## src/rtl/hazard_stall_ctrl.sv

```systemverilog
// Hazard/stall controller between IF/ID and ID/EX.
// Detects load-use and branch-in-ID data hazards, sizes the stall to the
// required bubble count, and holds PC / IF/ID while bubbling ID/EX for
// the whole stall. A flush aborts a stall in progress. Also keeps a
// saturating count of stalled cycles.
//
// state    | meaning
// ---------+------------------------------------------------------------
// ST_IDLE  | no stall in progress; hazards evaluated every cycle
// ST_STALL | multi-cycle stall in progress; cnt_q = stall cycles left
module hazard_stall_ctrl #(
    parameter int unsigned REG_W    = 5,
    parameter int unsigned LOAD_LAT = 1,
    parameter int unsigned CNT_W    = 16
) (
    input  logic             clk,
    input  logic             rst_n,
    input  logic             id_ex_memread,
    input  logic             id_ex_regwrite,
    input  logic [REG_W-1:0] id_ex_rd,
    input  logic             ex_mem_memread,
    input  logic [REG_W-1:0] ex_mem_rd,
    input  logic [REG_W-1:0] if_id_rs,
    input  logic [REG_W-1:0] if_id_rt,
    input  logic             id_uses_rs,
    input  logic             id_uses_rt,
    input  logic             id_is_branch,
    input  logic             flush,
    output logic             pc_write,
    output logic             if_id_write,
    output logic             id_ex_bubble,
    output logic             stall,
    output logic [CNT_W-1:0] stall_cycles
);

    typedef enum logic {
        ST_IDLE  = 1'b0,
        ST_STALL = 1'b1
    } state_e;

    localparam logic [3:0]       LAT_N    = 4'(LOAD_LAT);
    localparam logic [3:0]       LAT_N1   = 4'(LOAD_LAT + 1);
    localparam logic [CNT_W-1:0] CNT_ONE  = {{(CNT_W-1){1'b0}}, 1'b1};
    localparam logic [CNT_W-1:0] CNT_MAX  = {CNT_W{1'b1}};

    state_e           state_q, state_d;
    logic [2:0]       cnt_q, cnt_d;
    logic [CNT_W-1:0] stall_cycles_q;

    logic             match_ex;
    logic             match_mem;
    logic             load_use_hz;
    logic             br_alu_hz;
    logic             br_exld_hz;
    logic             br_memld_hz;
    logic [3:0]       need_n;
    logic             stall_int;

    // Register 0 is hardwired, so a write to it never creates a dependency.
    assign match_ex  = (id_ex_rd != '0) &
                       ((id_uses_rs & (id_ex_rd == if_id_rs)) |
                        (id_uses_rt & (id_ex_rd == if_id_rt)));
    assign match_mem = (ex_mem_rd != '0) &
                       ((id_uses_rs & (ex_mem_rd == if_id_rs)) |
                        (id_uses_rt & (ex_mem_rd == if_id_rt)));

    assign load_use_hz = id_ex_memread & match_ex;
    assign br_alu_hz   = id_is_branch & id_ex_regwrite & ~id_ex_memread & match_ex;
    assign br_exld_hz  = id_is_branch & id_ex_memread & match_ex;
    assign br_memld_hz = id_is_branch & ex_mem_memread & match_mem;

    // Bubble count is the max of the active terms; since LOAD_LAT >= 1 the
    // terms are ordered LOAD_LAT+1 > LOAD_LAT >= 1, so a priority chain is a max.
    always_comb begin
        need_n = 4'd0;
        if (br_exld_hz) begin
            need_n = LAT_N1;
        end else if (load_use_hz | br_memld_hz) begin
            need_n = LAT_N;
        end else if (br_alu_hz) begin
            need_n = 4'd1;
        end
    end

    // State and remaining-cycle counter register.
    always_ff @(posedge clk or negedge rst_n) begin
        if (!rst_n) begin
            state_q <= ST_IDLE;
            cnt_q   <= 3'd0;
        end else begin
            state_q <= state_d;
            cnt_q   <= cnt_d;
        end
    end

    // Next-state logic: one stall cycle is issued from IDLE, the rest from STALL.
    always_comb begin
        state_d = state_q;
        cnt_d   = cnt_q;
        case (state_q)
            ST_IDLE: begin
                if (stall_int && (need_n > 4'd1)) begin
                    state_d = ST_STALL;
                    cnt_d   = 3'(need_n - 4'd1);
                end
            end
            ST_STALL: begin
                if (flush) begin
                    // The stalled instruction is being discarded; nothing left to wait for.
                    state_d = ST_IDLE;
                    cnt_d   = 3'd0;
                end else begin
                    cnt_d = cnt_q - 3'd1;
                    if (cnt_q <= 3'd1) begin
                        state_d = ST_IDLE;
                    end
                end
            end
            default: begin
                state_d = ST_IDLE;
                cnt_d   = 3'd0;
            end
        endcase
    end

    // Output logic: Mealy stall in IDLE, unconditional stall in STALL, both killed by flush or reset.
    always_comb begin
        stall_int = 1'b0;
        if (rst_n) begin
            case (state_q)
                ST_IDLE:  stall_int = (need_n != 4'd0) & ~flush;
                ST_STALL: stall_int = ~flush;
                default:  stall_int = 1'b0;
            endcase
        end
        stall        = stall_int;
        pc_write     = ~stall_int;
        if_id_write  = ~stall_int;
        id_ex_bubble = stall_int;
    end

    // Saturating count of stalled cycles.
    always_ff @(posedge clk or negedge rst_n) begin
        if (!rst_n) begin
            stall_cycles_q <= '0;
        end else if (stall_int && (stall_cycles_q != CNT_MAX)) begin
            stall_cycles_q <= stall_cycles_q + CNT_ONE;
        end
    end

    assign stall_cycles = stall_cycles_q;

endmodule

```

## config.mk

```make
export PLATFORM = sky130hd
export DESIGN_NAME = hazard_stall_ctrl
export DESIGN_NICKNAME = d
export VERILOG_FILES = /design/src/rtl/hazard_stall_ctrl.sv
export SDC_FILE = /design/constraint.sdc
export NUM_CORES = 1
export LEC_CHECK = 0
export ABC_AREA = 1
export CORE_MARGIN = 4
export CORE_UTILIZATION = 45
export DETAILED_ROUTE_END_ITERATION = 8
export MAX_ROUTING_LAYER = met4
export PLACE_DENSITY = 0.76
export SETUP_SLACK_MARGIN = 0.15
export SYNTH_ARGS = -nofsm -noshare
export SYNTH_HDL_FRONTEND = slang
export SYNTH_SLANG_ARGS = --single-unit
```

## constraint.sdc

```tcl
create_clock -name clk -period 3.9 [get_ports clk]
set_input_delay 0.975 -clock clk [delete_from_list [all_inputs] [get_ports clk]]
set_output_delay 0.975 -clock clk [all_outputs]
set_load 0.01 [all_outputs]
```

# After elaboration in Yosys (flattened, before gate mapping)
# Index checks and enable logic that the tools add are counted.
# word_totals
output_inout_bits	20
register_bits	20
inputBits	29
elab_cells	53
# classes
mux	12
bitwise	22
eq_ne	6
n_lt_le_gt_ge	2
n_reduce_logical	5
add_sub_neg	3
# ops
operator	n
== test 5 bit	4
adder 16 x 1 -> 16 bit (second input constant)	1
inequality test 16 bit (second input constant)	1
bitwise AND 1 bit	15
nonzero test 5 bit	2
2-to-1 mux 1 bit	6
2-to-1 mux 3 bit	2
one-hot mux 3 bit (2 select lines)	1
subtractor 3 x 1 -> 3 bit (second input constant)	2
inverter 1 bit	4
one-hot mux 1 bit (2 select lines)	2
nonzero test 4 bit	1
less-or-equal comparator 3 x 1 -> 1 bit (second input constant)	1
bitwise OR 1 bit	3
> comparator 2 x 1 -> 1 bit (second input constant)	1
logical AND 1 bit	2
2-to-1 mux 2 bit	1
inequality test 2 bit (second input constant)	1

# Depth between registers and ports, before layout
# logic_depth
depth_word	15
mapped_depth	12

# Worst setup path before layout
# Ideal clock, no wire load.
# synth_timing
path_type	input -> output
start	input ex_mem_rd[2]
end	output stall
path_stages	10
path_slack_ns	0.810
t_required_ns	2.925
arrival_time_ns	2.115
n_path_buf	2
cell_sequence	nor3_1 nand3_1 nand3_1 inv_2 nand2_1 nand3_4 buf_4 nand2_1 inv_1 buf_4
# synth_between
elab_chain_cells	12
word_cells_on_any_way	15
cone_classes	2 x eq/ne; 4 x mux; 7 x bitwise; 2 x reduce/logical
# synth_rtl
element	line_no	text
from (decl)	22	input logic [REG_W-1:0] ex_mem_rd,
== test 5 bit, on equally long branches	64, 65	
bitwise AND 1 bit, on equally long branches	64, 65	
bitwise OR 1 bit	64	((id_uses_rs & (ex_mem_rd == if_id_rs)) |
bitwise AND 1 bit *	63	assign match_mem = (ex_mem_rd != '0) &
bitwise AND 1 bit *	70	assign br_memld_hz = id_is_branch & ex_mem_memread & match_mem;
bitwise OR 1 bit *	78	end else if (load_use_hz | br_memld_hz) begin
2-to-1 mux 1 bit *	78	
2-to-1 mux 2 bit *	76	if (br_exld_hz) begin
nonzero test 4 bit *	131	ST_IDLE: stall_int = (need_n != 4'd0) & ~flush;
bitwise AND 1 bit *	131	
one-hot mux 1 bit (2 select lines) *	130	case (state_q)
2-to-1 mux 1 bit *	129	if (rst_n) begin
to (decl)	32	output logic stall,
# Every way passes the cells marked *; elsewhere a longest branch is shown, timed or not.

# Worst setup path after layout
# layout_timing
start	input ex_mem_rd[2]
end	output id_ex_bubble
# layout_between
elab_chain_cells	12
word_cells_on_any_way	15
cone_classes	2 x eq/ne; 4 x mux; 7 x bitwise; 2 x reduce/logical
# layout_rtl
element	line_no	text
== test 5 bit, on equally long branches	64, 65	
bitwise AND 1 bit, on equally long branches	64, 65	
bitwise OR 1 bit	64	
bitwise AND 1 bit *	63	
bitwise AND 1 bit *	70	
bitwise OR 1 bit *	78	
2-to-1 mux 1 bit *	78	
2-to-1 mux 2 bit *	76	
nonzero test 4 bit *	131	
bitwise AND 1 bit *	131	
one-hot mux 1 bit (2 select lines) *	130	
2-to-1 mux 1 bit *	129	
to (decl)	31	output logic id_ex_bubble,
# Marked as above.

==> results.tsv <==
metric	value	unit
ys_seq_area_frac	0.288	
setup_viol	0	
clock.fmax	0.283	GHz
total_leakage_power	1.15	nW
die_area	0.00491	mm²
hold_viol	0	
port_buffers	48	
worstHoldEndpoint	state_q$_DFF_PN0_	
antenna_found_initial	0	
combPwrFrac	0.276	
grt_util_all_layers	0.189	
cts_hold_buf	0	
worst_pin_slew	0.263	ns
synth_top_area_share	0.288	
grt_max_degree	21	
cp.arrival	2.56	ns
core_area	0.00369	mm²
ir_drop	0.172	mV
gp_congestion	0.826	
mostFrequentLayoutCells	83 x nand2_1, 41 x clkdlybuf4s50_1, 28 x inv_1	
skew	0.00743	ns
pin_count	49	
grt_pass1_wl	7560	µm
cp.required	2.92	ns
slowest_stage	clkdlybuf4s50_1	
hold_depth	1	
ff2ff_setup_slack	2.10	ns
hp-start	state_q$_DFF_PN0_	
synth_area	0.00174	mm²
critPathMaxStageDelay	0.48	ns
dr.pass1.iters	4	
hold_class	reg -> reg	
die_h	70.1	µm
max_slew_margin	0.824	
dp_slack	0.0551	ns
cp-end-kind	primary output	
synth.distinct_cells	25	
finalCritPeriodShare	0.905	
slew_viol_final	0	
die_w	70.1	µm
overflow	0	
syn_avg_cell_area	6.65	µm²
insertion_delay	0.26	ns
clk_pin_slew	0.07	ns
r2r_end	stall_cycles[6]$_DFFE_PN0P_	
syn-num-nets	293	
timing.rr.start	stall_cycles[0]$_DFFE_PN0P_	
num_antenna_cells	0	
p_per_area	223	mW/mm²
wl	4470	µm
cp_max_fo	4	
layout_setup_ws	0.369	ns
cts.path.max_buffers	2	
grt_pass1_vias	1669	
synth_cells	261	
cts_root_buf	clkbuf_8	
fin_tns_setup	0	ns
yosysTopAreaCell	dfrtp_1	
via_count	1775	
status	complete, no violations	
rsz0062_at_grt	no	
numCtsBuffers	3	
seqPwrFrac	0.462	
crit_chain	clkdlybuf4s50_1 -> nor3_1 -> nand3_1 -> nand3_1 -> inv_2 -> nand2_1 -> nand3_4 -> nand2_1 -> inv_1 -> dlygate4sd2_1	
initial_core_util	0.470	
period_needed	3.53	ns
reg2reg_depth	9	
wl_per_cell	12.6	µm
dp_hpwl	3390	µm
via_per_inst	4.99	
maxCapViolations	0	
final_common_cell	nand2_1	
critical_path_class	in -> out	
cp-start-kind	input pin	
p_int	0.358	mW
htree_levels	1	
nets	342	
yosysWarnings	0	
cts_tree	built	
syn2layout_area_growth	31.2	%
netlist_top_cells_area	dfrtp_1 29%, nand2_1 18%, nand4_1 6.1%	
row_count	22	
pwr-share-clk	0.262	
drive_gt1_frac	0.130	
drc	0	
synth_seq_cells	20	
detail_route.iter0.violations	81	
drt.antenna.violating_nets	0	
power.share.switching	0.296	
switchingPower	0.150	mW
cts.sinks	20	
==> cell type report <==
cell class	count	area, µm²
Fill cell	341	1410
Timing Repair Buffer	51	494
Clock buffer	3	41.3
Tap cell	48	60.1
Inverter	35	131
Multi-Input combinational cell	199	1050
Sequential cell	20	500
==> Yosys cell counts, drive strengths merged <==
| cell | n |
|---|---|
| nand2 | 98 |
| inv | 35 |
| nor2 | 30 |
| dfrtp | 20 |
| nand3 | 20 |
| nand4 | 17 |
| xor2 | 10 |
| o21ai | 9 |
| buf | 7 |
| nor3 | 4 |
| xnor2 | 4 |
| ha | 3 |
| a21oi | 2 |
| a21o | 1 |
| nor3b | 1 |
==> worst max path at each step <==
stage	start	endpoint	slack, ns	cells after the start
2_1_floorplan	ex_mem_rd[2]	stall	0.81	10
3_3_place_gp	ex_mem_rd[3]	stall	0.09	12
3_5_place_dp	id_ex_rd[3]	id_ex_bubble	0.06	12
4_1_cts	ex_mem_rd[2]	id_ex_bubble	0.34	11
5_1_grt	ex_mem_rd[1]	id_ex_bubble	0.20	12
6_report	ex_mem_rd[2]	id_ex_bubble	0.37	10
==> sequential cells by signal (all words and copies together) (netlist names) <==
name / count
stall_cycles: 16
state_q: 1
cnt_q: 3
==> per-layer routing <==
metal  track usage  wire length, µm  part of all wire
met1         0.250             2120              0.47
met2         0.299             2070              0.46
met3        0.0403              234             0.052
met4        0.0383               48             0.011
met5             -                0                 0
==> power by group through the flow <==
stage / registers, mW / clock network, mW / logic, mW
final: 0.235 / 0.133 / 0.140
after global routing: 0.237 / 0.149 / 0.157
after CTS: 0.235 / 0.138 / 0.141
after detailed placement: 0.239 / 0 / 0.142
after global placement: 0.239 / 0 / 0.139
after floorplan: 0.241 / 0 / 0.0678
==> cells by family after synthesis <==
kind of cell | share of synthesized area
xor+xnor | 0.0707
flops | 0.288
compound gates | 0.0360
simple gates | 0.475
fa+ha+maj | 0.0216
buf+inv | 0.108
==> critical path: cells and delay by family <==
| kind | cells | cell delay, ns |
|---|---|---|
| simple gates | 6 | 0.73 |
| buf+inv | 4 | 0.85 |
==> per-stage QoR <==
| stage | std cells | utilization | power (mW) | instance area [µm²] | hold slack, ns |
|---|---|---|---|---|---|
| finish | 356 | 0.617 | 0.508 | 2280 | 0.503 |
| global route | 356 | 0.617 | 0.543 | 2280 | 0.546 |
| CTS | 356 | 0.617 | 0.514 | 2280 | 0.505 |
| detailed placement | 353 | 0.608 | 0.381 | 2240 | 0.491 |
| global placement | 353 | 0.608 | 0.378 | 2240 | 0.485 |
| floorplan | 261 | - | 0.309 | 1740 | 0.453 |
==> timing repair <==
item                       CTS  global route
setup endpoints to repair    4             2
resized for setup            8             1
cloned                       0             0
buffers inserted             0             0
Power figures use the tool's default switching activity.
